<file path="config.mk">
export PLATFORM = sky130hd
export DESIGN_NAME = somador_serial
export DESIGN_NICKNAME = d
export VERILOG_FILES = /design/src/rtl/somador_serial.sv
export SDC_FILE = /design/constraint.sdc
export NUM_CORES = 1
export LEC_CHECK = 0
export CORE_AREA = 2 2 90 57
export CTS_CLUSTER_SIZE = 40
export DETAILED_ROUTE_END_ITERATION = 12
export DIE_AREA = 0 0 92 59
export PLACE_DENSITY = 0.59
export SKIP_CTS_REPAIR_TIMING = 1
export SLEW_MARGIN = 0
export SYNTH_ARGS = -nofsm -noshare
export SYNTH_HDL_FRONTEND = slang
export SYNTH_SLANG_ARGS = --single-unit
</file>
<file path="constraint.sdc">
create_clock -name clk -period 3.18 [get_ports clk]
set_input_delay 0.477 -clock clk [delete_from_list [all_inputs] [get_ports clk]]
set_output_delay 0.477 -clock clk [all_outputs]
set_load 0.02 [all_outputs]
</file>
<file path="src/rtl/somador_serial.sv">
// Bit-serial adder/subtractor: one full adder plus a carry flop, LSB first.
// A result appears WIDTH+1 cycles after start is accepted; s/cout/ovf hold until the next one.
module somador_serial #(
    parameter int WIDTH = 8
) (
    input  logic             clk,
    input  logic             rst,
    input  logic             start,
    input  logic [WIDTH-1:0] a,
    input  logic [WIDTH-1:0] b,
    input  logic             cin,
    input  logic             sub,
    output logic             busy,
    output logic             done,
    output logic [WIDTH-1:0] s,
    output logic             cout,
    output logic             ovf
);
    // state | meaning
    // IDLE  | waiting for start, operands captured on acceptance
    // RUN   | one bit per cycle, exactly WIDTH cycles
    // FIN   | result registered, done pulses for this single cycle

    localparam int CW = $clog2(WIDTH + 1);
    localparam logic [CW-1:0] LAST = CW'(WIDTH - 1);

    typedef enum logic [1:0] {IDLE, RUN, FIN} state_t;

    state_t           state, state_nx;
    logic [WIDTH-1:0] op_a, op_b, work;
    logic [CW-1:0]    cnt;
    logic             carry;
    logic             sum_bit, carry_nx, last_bit;

    assign sum_bit  = op_a[0] ^ op_b[0] ^ carry;
    assign carry_nx = (op_a[0] & op_b[0]) | (carry & (op_a[0] ^ op_b[0]));
    assign last_bit = (cnt == LAST);

    always_ff @(posedge clk) begin
        if (rst) state <= IDLE;
        else     state <= state_nx;
    end

    always_comb begin
        state_nx = state;
        busy     = 1'b0;
        done     = 1'b0;
        case (state)
            IDLE: if (start) state_nx = RUN;
            RUN: begin
                busy = 1'b1;
                if (last_bit) state_nx = FIN;
            end
            FIN: begin
                done     = 1'b1;
                state_nx = IDLE;
            end
            default: state_nx = IDLE;
        endcase
    end

    always_ff @(posedge clk) begin
        if (rst) begin
            op_a  <= '0;
            op_b  <= '0;
            work  <= '0;
            cnt   <= '0;
            carry <= 1'b0;
            s     <= '0;
            cout  <= 1'b0;
            ovf   <= 1'b0;
        end else begin
            case (state)
                IDLE: begin
                    if (start) begin
                        // Subtraction is A + ~B + 1: invert B and seed the carry with 1.
                        op_a  <= a;
                        op_b  <= sub ? ~b : b;
                        carry <= sub ? 1'b1 : cin;
                        cnt   <= '0;
                    end
                end
                RUN: begin
                    work  <= {sum_bit, work[WIDTH-1:1]};
                    carry <= carry_nx;
                    op_a  <= {1'b0, op_a[WIDTH-1:1]};
                    op_b  <= {1'b0, op_b[WIDTH-1:1]};
                    cnt   <= cnt + CW'(1);
                    if (last_bit) begin
                        // carry still holds the carry into the MSB on the last bit
                        s    <= {sum_bit, work[WIDTH-1:1]};
                        cout <= carry_nx;
                        ovf  <= carry ^ carry_nx;
                    end
                end
                default: ;
            endcase
        end
    end
endmodule

</file>
==> results of run 1 <==
-- metrics by stage --
| stage | utilization | instances | setup WS (ns) | hold WS (ns) |
|---|---|---|---|---|
| after CTS | 0.4936 | 300 | 1.068 | 0.4612 |
| after global placement | 0.4742 | 292 | 1.109 | 0.4455 |
| after floorplan | - | 208 | 1.706 | 0.4366 |
| final | 0.4936 | 300 | 1.082 | 0.4558 |
| after detailed placement | 0.4742 | 292 | 1.117 | 0.4503 |
| after global routing | 0.4936 | 300 | 1.011 | 0.4877 |
-- synth_stat cells (2+ instances only) --
library cell / instances / area, um^2
inv_1: 9 / 33.78
dfxtp_1: 40 / 800.8
nor2_1: 14 / 52.55
a22oi_1: 9 / 67.56
nand3b_1: 3 / 22.52
buf_2: 7 / 35.03
a211oi_1: 2 / 15.01
nor3_1: 2 / 10.01
o221a_2: 7 / 78.83
clkbuf_1: 9 / 33.78
nand3_1: 11 / 55.05
o22ai_1: 7 / 43.79
o21ai_0: 10 / 50.05
a21oi_1: 31 / 155.2
nand2b_1: 2 / 12.51
nand2_1: 18 / 67.56
a2bb2oi_1: 2 / 17.52
xnor2_1: 8 / 70.07
nor2b_1: 2 / 12.51
-- flip-flops by register name, summed over array words and instances, names as in the netlist --
register	cells
state	2
ovf	1
cnt	4
op_b	8
carry	1
s	8
work	7
op_a	8
cout	1
-- final timing paths --
check	startpoint	endpoint	depth (start not counted)
min reg2reg	work[1]	s[0]	2
max reg2reg	cnt[0]	ovf	4
max	state[1]	busy	4
min	work[1]	s[0]	2
-- cells by family after synthesis --
| group | share of synthesized area |
|---|---|
| adder cells (fa/ha/maj) | 0.01830 |
| flip-flops | 0.4504 |
| XOR/XNOR | 0.04434 |
| buffers and inverters | 0.07037 |
| AO/OA/AOI/OAI | 0.2716 |
| multiplexers | 0.005630 |
| AND/OR/NAND/NOR | 0.1393 |
-- power by group through the flow --
stage	clock network [uW]	logic, uW	registers, uW
2_1_floorplan	0	90.5	546
3_3_place_gp	0	134	549
3_5_place_dp	0	134	549
4_1_cts	339	135	538
5_1_grt	360	149	541
6_report	332	134	538
-- final cells by class --
| cell class | instances | area (um^2) |
|---|---|---|
| Fill cell | 462 | 2287 |
| Clock inverter | 3 | 18.77 |
| Multi-Input combinational cell | 140 | 852.1 |
| Clock buffer | 5 | 68.82 |
| Inverter | 10 | 37.54 |
| Sequential cell | 40 | 800.8 |
| Timing Repair Buffer | 39 | 372.9 |
| Tap cell | 63 | 78.83 |
-- worst max-delay path: stages, from the launching register on --
cell,delay (ns)
dfxtp_1,0.30
buf_4,0.19
nand2b_1,0.18
inv_2,0.06
clkdlybuf4s50_1,0.59
-- layer usage --
| layer | global-route usage | up-vias |
|---|---|---|
| li1 | - | 793 |
| met1 | 0.2201 | 667 |
| met2 | 0.2132 | 28 |
| met3 | 0.04580 | 2 |
| met4 | 0.03198 | 0 |
| met5 | 0 | - |
==> impl_results.md, run 1 <==
* Outcome: completed
* Final total power at 1004 uW
* Worst setup EP type: primary output
* Gpl congestion at 0.7275
* Die area at 0.005428 mm^2
* Mapped Avg Cell Area at 8.548 um^2
* Worst-Margin Slew at 0.5732 ns
* Clock-pin transition on the worst setup and hold timing paths at 0.08 ns
* Clock root buffer: clkbuf_8
* CTS tree: yes
* Vias in the first global route at 1,322
* Syn Inst Count at 208
* Synth Net Count at 231
* # H-tree levels at 2
* Global Route Usage Sum at 0.1485
* Gate power share at 0.133
* Cell Rows at 19
* Final period util at 0.6598
* Pleak at 0.0007813 uW
* #FFs+latches synth at 40
* EDFF count, synth at 0
* NetSw at 261.1 uW
* Design area at 0.002230 mm^2
* RSZ-0062 raised after global routing: no
* Crit Path Category: reg -> out
* DP Area at 0.002142 mm^2
* Layout cell share with drive strength beyond 1 at 0.1013
* Input/output buffers at 32
* Highest routed layer: met4
* Met1 wire length at 2065 um
* Die height at 59 um
* WL met3 at 203 um
* Fin Setup TNS at 0 ns
* Syn. warnings at 0
* WL final at 3780 um
* Die width at 92 um
* Post-synthesis cell area at 0.001778 mm^2
* Maximum clock frequency at 476.6 MHz
* Commonest non-fill, non-tap cell in the layout: dfxtp_1
* Peak VDD IR at 0.0002163 V
* R2r setup slk at 1.58 ns
* Clk pwr share at 0.331
* Max-slew violation count at 0
* Setup crit start kind: register
* Share of flip-flops with an asynchronous set or reset at 0
* Internal at 742.6 uW
* Grt ovf at 0
* Final hold vios at 0
* Minimum clock period at 2.098 ns
* WP data required at 2.70 ns
* Vias/cell at 4.967
* Most frequent cells in the layout: dfxtp_1, clkdlybuf4s50_1, a21oi_1
* TritonCTS buffer count at 5
* First-pass GRT wire length at 6334 um
* Slew Limit Headroom at 0.6167
* Post-route ant nets at 0
* CTS Sinks at 40
* DRC viols at 0
* Core area at 0.004517 mm^2
* First-iteration detailed-routing DRC count at 85
* Largest net degree at the start of global routing at 31
* Setup Skew at 0.01176 ns
* Initial core utilization at 0.3936
* Area delta synth->final at 25.40%
* Max_cap viols at 0
* Clock tree buffer depth at 2
* # setup viols final at 0
* Clk_lat worst skew at 0.29 ns
* Crit path max fanout at 20
* PwrDens at 450.2 mW/mm^2
* Nets at 259
* Detailed-route wire length per cell at 12.60 um
* Initial antenna violation count at 0
* Vias at 1,490
* Hold Path Class: reg -> reg
* Primary FF master, synth: dfxtp_1
* Seq/Total Area, Yosys at 0.4504
* Antenna diode count at 0
* DR WL met2 at 1490 um
* Post-DP HPWL at 2510 um
* Sequential share of power at 0.536
* Switching share of power at 0.2602
* Num ports at 33
* Synth unique cells at 34
* Initial DRT Pass Iterations at 4
* WP data arrival at 1.62 ns
No activity file was read; power rests on OpenSTA's default activity.
==> inputs of run 2 (changes only) <==
Settings changed: PLACE_DENSITY 0.59 to 0.62.
Clock period 3.18 ns to 1.74 ns, I/O delays scaled along.
==> run 2 against run 1 <==
Clock power rose by 130%. Routed wire length rose by 1.6%. Largest power group unchanged. Final cell count rose by 0.67%. Count of clock-buffer cells in the layout did not move. Critical endpoint is now done. Sequential cell count did not move. Critical path depth fell by 2. Utilization rose by 1.2 points. Register-to-register slack got worse by 1.2 ns.
==> impl_results.md, run 2 (same netlist as run 1, synthesis figures left out) <==
* Vias at 1,528 (was 1,490)
* Design area at 0.002283 mm^2 (was 0.002230 mm^2)
* Cell Rows at 19 (unchanged)
* Nets at 261 (was 259)
* Outcome: completed (unchanged)
* Clock-pin transition on the worst setup and hold timing paths at 0.07 ns (was 0.08 ns)
* Most frequent cells in the layout: dfxtp_1, a21oi_1, clkdlybuf4s50_1 (was dfxtp_1, clkdlybuf4s50_1, a21oi_1)
* Largest net degree at the start of global routing at 43 (was 31)
* Vias/cell at 5.060 (was 4.967)
* Worst reg2reg path depth at 3 (was 4)
* Post-DP HPWL at 2491 um (was 2510 um)
* Fin util at 0.5055 (was 0.4936)
* Place WS at 0.2325 ns (was 1.117 ns)
* Gpl congestion at 0.7161 (was 0.7275)
* Initial antenna violation count at 0 (unchanged)
* WL final at 3839 um (was 3780 um)
* # H-tree levels at 2 (unchanged)
* Post-route ant nets at 0 (unchanged)
* Input/output buffers at 32 (unchanged)
* Grt ovf at 0 (unchanged)
* WP data arrival at 1.42 ns (was 1.62 ns)
* Die width at 92 um (unchanged)
* Minimum clock period at 1.677 ns
* Commonest non-fill, non-tap cell in the layout: dfxtp_1 (unchanged)
* Placed cell count at 294 (was 292)
* Clk_lat worst skew at 0.30 ns (was 0.29 ns)
* CTS tree: yes (unchanged)
* Global Route Usage Sum at 0.1539 (was 0.1485)
* Max_cap viols at 0 (unchanged)
* Peak VDD IR at 0.0003659 V (was 0.0002163 V)
* CTS Sinks at 40 (unchanged)
* Area delta synth->final at 28.43% (was 25.40%)
* Worst setup EP type: primary output (unchanged)
* Largest regs: op_a x8, op_b x8, s x8 (unchanged)
* DRC viols at 0 (unchanged)
* Initial core utilization at 0.3936 (unchanged)
* Setup crit end: done (was busy)
* Detailed-route wire length per cell at 12.71 um (was 12.60 um)
* Maximum clock frequency at 596.2 MHz
* Hold Path Class: reg -> reg (unchanged)
* Antenna diode count at 0 (unchanged)
* Die height at 59 um (unchanged)
* Clock root buffer: clkbuf_8 (unchanged)
* TritonCTS buffer count at 5 (unchanged)
* Max-slew violation count at 0 (unchanged)
* Crit Path Category: reg -> out (unchanged)
* # setup viols final at 0 (unchanged)
* Clock tree buffer depth at 2 (unchanged)
* Worst-Margin Slew at 0.3548 ns (was 0.5732 ns)
* RSZ-0062 raised after global routing: no (unchanged)
* Setup crit start kind: register (unchanged)
* Worst Setup Slack, final at 0.06279 ns (was 1.082 ns)
* Initial DRT Pass Iterations at 4 (unchanged)
* Reg-to-Reg Start: op_a[0] (was cnt[0])
* First-pass GRT wire length at 6458 um (was 6334 um)
* Final period util at 0.9639
* Layout cell share with drive strength beyond 1 at 0.1088 (was 0.1013)
* Final hold vios at 0 (unchanged)
* Core area at 0.004517 mm^2 (unchanged)
* First-iteration detailed-routing DRC count at 76 (was 85)
* Crit. Startpoint: state[1] (unchanged)
* Worst hold start: work[1] (unchanged)
* Fin Setup TNS at 0 ns (unchanged)
* Vias in the first global route at 1,398 (was 1,322)
* Slew Limit Headroom at 0.7628 (was 0.6167)
* WP data required at 1.48 ns (was 2.70 ns)
* Pleak at 0.0008148 uW (was 0.0007813 uW)
* Crit path max fanout at 3 (was 20)
* R2r endpoint: ovf (unchanged)
* R2r setup slk at 0.37 ns (was 1.58 ns)
* DP Area at 0.002170 mm^2 (was 0.002142 mm^2)
* PwrDens at 873.3 mW/mm^2 (was 450.2 mW/mm^2)
* Post-Layout Cell Count at 302 (was 300)
* Num ports at 33 (unchanged)
* Setup Skew at 0.01128 ns (was 0.01176 ns)
* Die area at 0.005428 mm^2 (unchanged)
-- run 2: where the power goes --
group	internal (uW)	leakage [uW]	switching, uW
clock	424	0.0000541	334
combinational	129	0.000434	122
sequential	954	0.000326	30.0
total	1510	0.000815	487
-- run 2: worst max-delay path, stage by stage (launching register included) --
cell             delay, ns
dfxtp_1               0.34
nor2b_1               0.17
clkdlybuf4s50_1       0.62
-- run 2: final cells by class --
| cell class | count | area, um^2 |
|---|---|---|
| tap | 63 | 78.83 |
| multi-input combinational | 140 | 852.1 |
| sequential | 40 | 800.8 |
| fill | 457 | 2233 |
| clock inverter | 3 | 42.54 |
| timing repair buffer | 41 | 402.9 |
| clock buffer | 5 | 68.82 |
| inverter | 10 | 37.54 |
-- run 2: worst min-delay path by stage --
stage | cells past startpoint | slack, ns | to
2_1_floorplan | 2 | 0.42 | op_b[6]
3_3_place_gp | 2 | 0.45 | work[1]
3_5_place_dp | 2 | 0.45 | work[1]
4_1_cts | 2 | 0.46 | work[1]
5_1_grt | 2 | 0.47 | s[0]
6_report | 2 | 0.46 | work[1]
-- run 2: metal layers --
metal  track usage  vias to the layer above  part of all wire
met5             0                        -                 0
met2        0.2101                       31              0.39
met1        0.2264                      692              0.55
met3       0.04835                        6             0.053
li1              -                      799                 -
met4       0.05757                        0             0.011
-- run 2: metrics by stage --
step | total power (uW) | hold WS [ns]
final | 1994 | 0.4596
after global routing | 2098 | 0.4679
after CTS | 2018 | 0.4622
after detailed placement | 1258 | 0.4505
after global placement | 1258 | 0.4485
after floorplan | 1163 | 0.4244
==> inputs of run 3 (changes only) <==
Settings changed: PLACE_DENSITY 0.62 to 0.73.
==> run 3 against run 2 <==
Via count up 1.3%. Design area up 0.88%. Register-to-register slack worse by 0.06 ns. Clock power up 2%. Clock skew down 0.0025 ns. Combinational power up 2%. Largest cell class unchanged. Largest power group unchanged.
==> impl_results.md, run 3 (same netlist as run 1, synthesis figures left out) <==
* R2r setup slk at 0.31 ns (was 0.37 ns)
* CP peak stage delay at 0.61 ns (was 0.62 ns)
* Global Route Usage Sum at 0.1569 (was 0.1539)
* Critical path, cell by cell: nor2b_1, clkdlybuf4s50_1 (unchanged)
* RSZ-0062 raised after global routing: no (unchanged)
* Initial antenna violation count at 0 (unchanged)
* Fin util at 0.5100 (was 0.5055)
* Stages on the worst setup path at 2 (unchanged)
* Outcome: completed (unchanged)
* Crit path max fanout at 3 (unchanged)
* Setup Skew at 0.008761 ns (was 0.01128 ns)
* Largest net degree at the start of global routing at 31 (was 43)
* # setup viols final at 0 (unchanged)
* Die area at 0.005428 mm^2 (unchanged)
* CTS tree: yes (unchanged)
* Clock root buffer: clkbuf_8 (unchanged)
* WL final at 3888 um (was 3839 um)
* Layout cell share with drive strength beyond 1 at 0.1162 (was 0.1088)
* Place WS at 0.2195 ns (was 0.2325 ns)
* Slew Limit Headroom at 0.7307 (was 0.7628)
* Pleak at 0.0008286 uW (was 0.0008148 uW)
* Cell Rows at 19 (unchanged)
* Grt ovf at 0 (unchanged)
* Die height at 59 um (unchanged)
* Switching share of power at 0.2457 (was 0.2441)
* Gpl congestion at 0.7440 (was 0.7161)
* Max-slew violation count at 0 (unchanged)
* Placed cell count at 296 (was 294)
* WP data required at 1.48 ns (about the same)
* Post-route ant nets at 0 (unchanged)
* Worst Setup Slack, final at 0.08423 ns (was 0.06279 ns)
* Num ports at 33 (unchanged)
* Crit Path Category: reg -> out (unchanged)
* Sequential share of power at 0.489 (was 0.494)
* Final period util at 0.9516 (was 0.9639)
* # H-tree levels at 2 (unchanged)
* Max_cap viols at 0 (unchanged)
* Minimum clock period at 1.656 ns (was 1.677 ns)
* Area delta synth->final at 29.56% (was 28.43%)
* Clock tree buffer depth at 2 (unchanged)
* Top Family by Delay on Critical Path: buffers and inverters (unchanged)
* Vias in the first global route at 1,448 (was 1,398)
* CTS Sinks at 40 (unchanged)
* Fin Setup TNS at 0 ns (unchanged)
* NetSw at 494.3 uW (was 486.7 uW)
* Nets at 263 (was 261)
* WP data arrival at 1.39 ns (was 1.42 ns)
* Clk pwr share at 0.383 (was 0.381)
* PwrDens at 873.5 mW/mm^2 (was 873.3 mW/mm^2)
* Clock-pin transition on the worst setup and hold timing paths at 0.08 ns (was 0.07 ns)
* First-iteration detailed-routing DRC count at 55 (was 76)
* Slowest cell on crit path: clkdlybuf4s50_1 (unchanged)
* Peak VDD IR at 0.0003260 V (was 0.0003659 V)
* Setup crit start kind: register (unchanged)
* Vias/cell at 5.092 (was 5.060)
* Worst Path Buf+Inv at 1 (unchanged)
* TritonCTS buffer count at 5 (unchanged)
* Worst reg2reg path depth at 4 (was 3)
* Maximum clock frequency at 603.9 MHz (was 596.2 MHz)
* Antenna diode count at 0 (unchanged)
* Most frequent cells in the layout: dfxtp_1, a21oi_1, clkdlybuf4s50_1 (unchanged)
* Commonest non-fill, non-tap cell in the layout: dfxtp_1 (unchanged)
* Detailed-route wire length per cell at 12.79 um (was 12.71 um)
* DRC viols at 0 (unchanged)
* Largest regs: op_a x8, op_b x8, s x8 (unchanged)
* Worst setup EP type: primary output (unchanged)
* Hold slack at 0.4577 ns (was 0.4596 ns)
* Post-Layout Cell Count at 304 (was 302)
* Gate power share at 0.128 (was 0.126)
* Clk_lat worst skew at 0.29 ns (was 0.30 ns)
* Hold Path Class: reg -> reg (unchanged)
* Fillers at 447 (was 457)
* Worst-Margin Slew at 0.4028 ns (was 0.3548 ns)
* Die width at 92 um (unchanged)
* Core area at 0.004517 mm^2 (unchanged)
* Vias at 1,548 (was 1,528)
* Final hold vios at 0 (unchanged)
* First-pass GRT wire length at 6768 um (was 6458 um)
* Hold path cells at 2 (unchanged)
* Initial DRT Pass Iterations at 7 (was 4)
* Internal at 1518 uW (was 1507 uW)
* Initial core utilization at 0.3936 (unchanged)
* Post-DP HPWL at 2654 um (was 2491 um)
* Input/output buffers at 32 (unchanged)
==> run 3: power by group through the flow <==
stage               Combinational [uW]  Sequential [uW]  Clock [uW]
floorplan                          165              997           0
global placement                   254             1000           0
detailed placement                 257             1000           0
CTS                                258              983         785
global route                       284              990         843
finish                             257              983         771
==> run 3: stage by stage <==
step	power, uW	cell area [um^2]
after detailed placement	1261	2185
final	2012	2303
after global routing	2117	2303
after global placement	1258	2185
after floorplan	1163	1778
after CTS	2026	2301
==> run 3: worst min-delay path: cells and delay by family (launching register included) <==
family,cells,cell delay [ns]
flops,1,0.32
simple gates,1,0.05
compound gates,1,0.05
==> run 3: layer usage <==
metal  part of all wire  vias to the layer above  global-route usage
li1                   -                      800                   -
met1               0.50                      705              0.2189
met2               0.43                       41              0.2426
met3              0.061                        2             0.05725
met4             0.0021                        0             0.01919
met5                  0                        -                   0
==> run 3: path summary, 6_finish.rpt <==
kind              to      from
min          work[1]   work[1]
min reg2reg  work[1]   work[1]
max             done  state[1]
max reg2reg     cout    cnt[0]
==> run 3: cell type report <==
class                   count  area [um^2]  share of cell area
inverters                  10        37.54             0.01630
repair buffers             43        417.9              0.1814
clock inverters             3        47.55             0.02064
well taps                  63        78.83             0.03422
multi-input cells         140        852.1              0.3699
clock buffers               5        68.82             0.02988
flip-flops and latches     40        800.8              0.3476
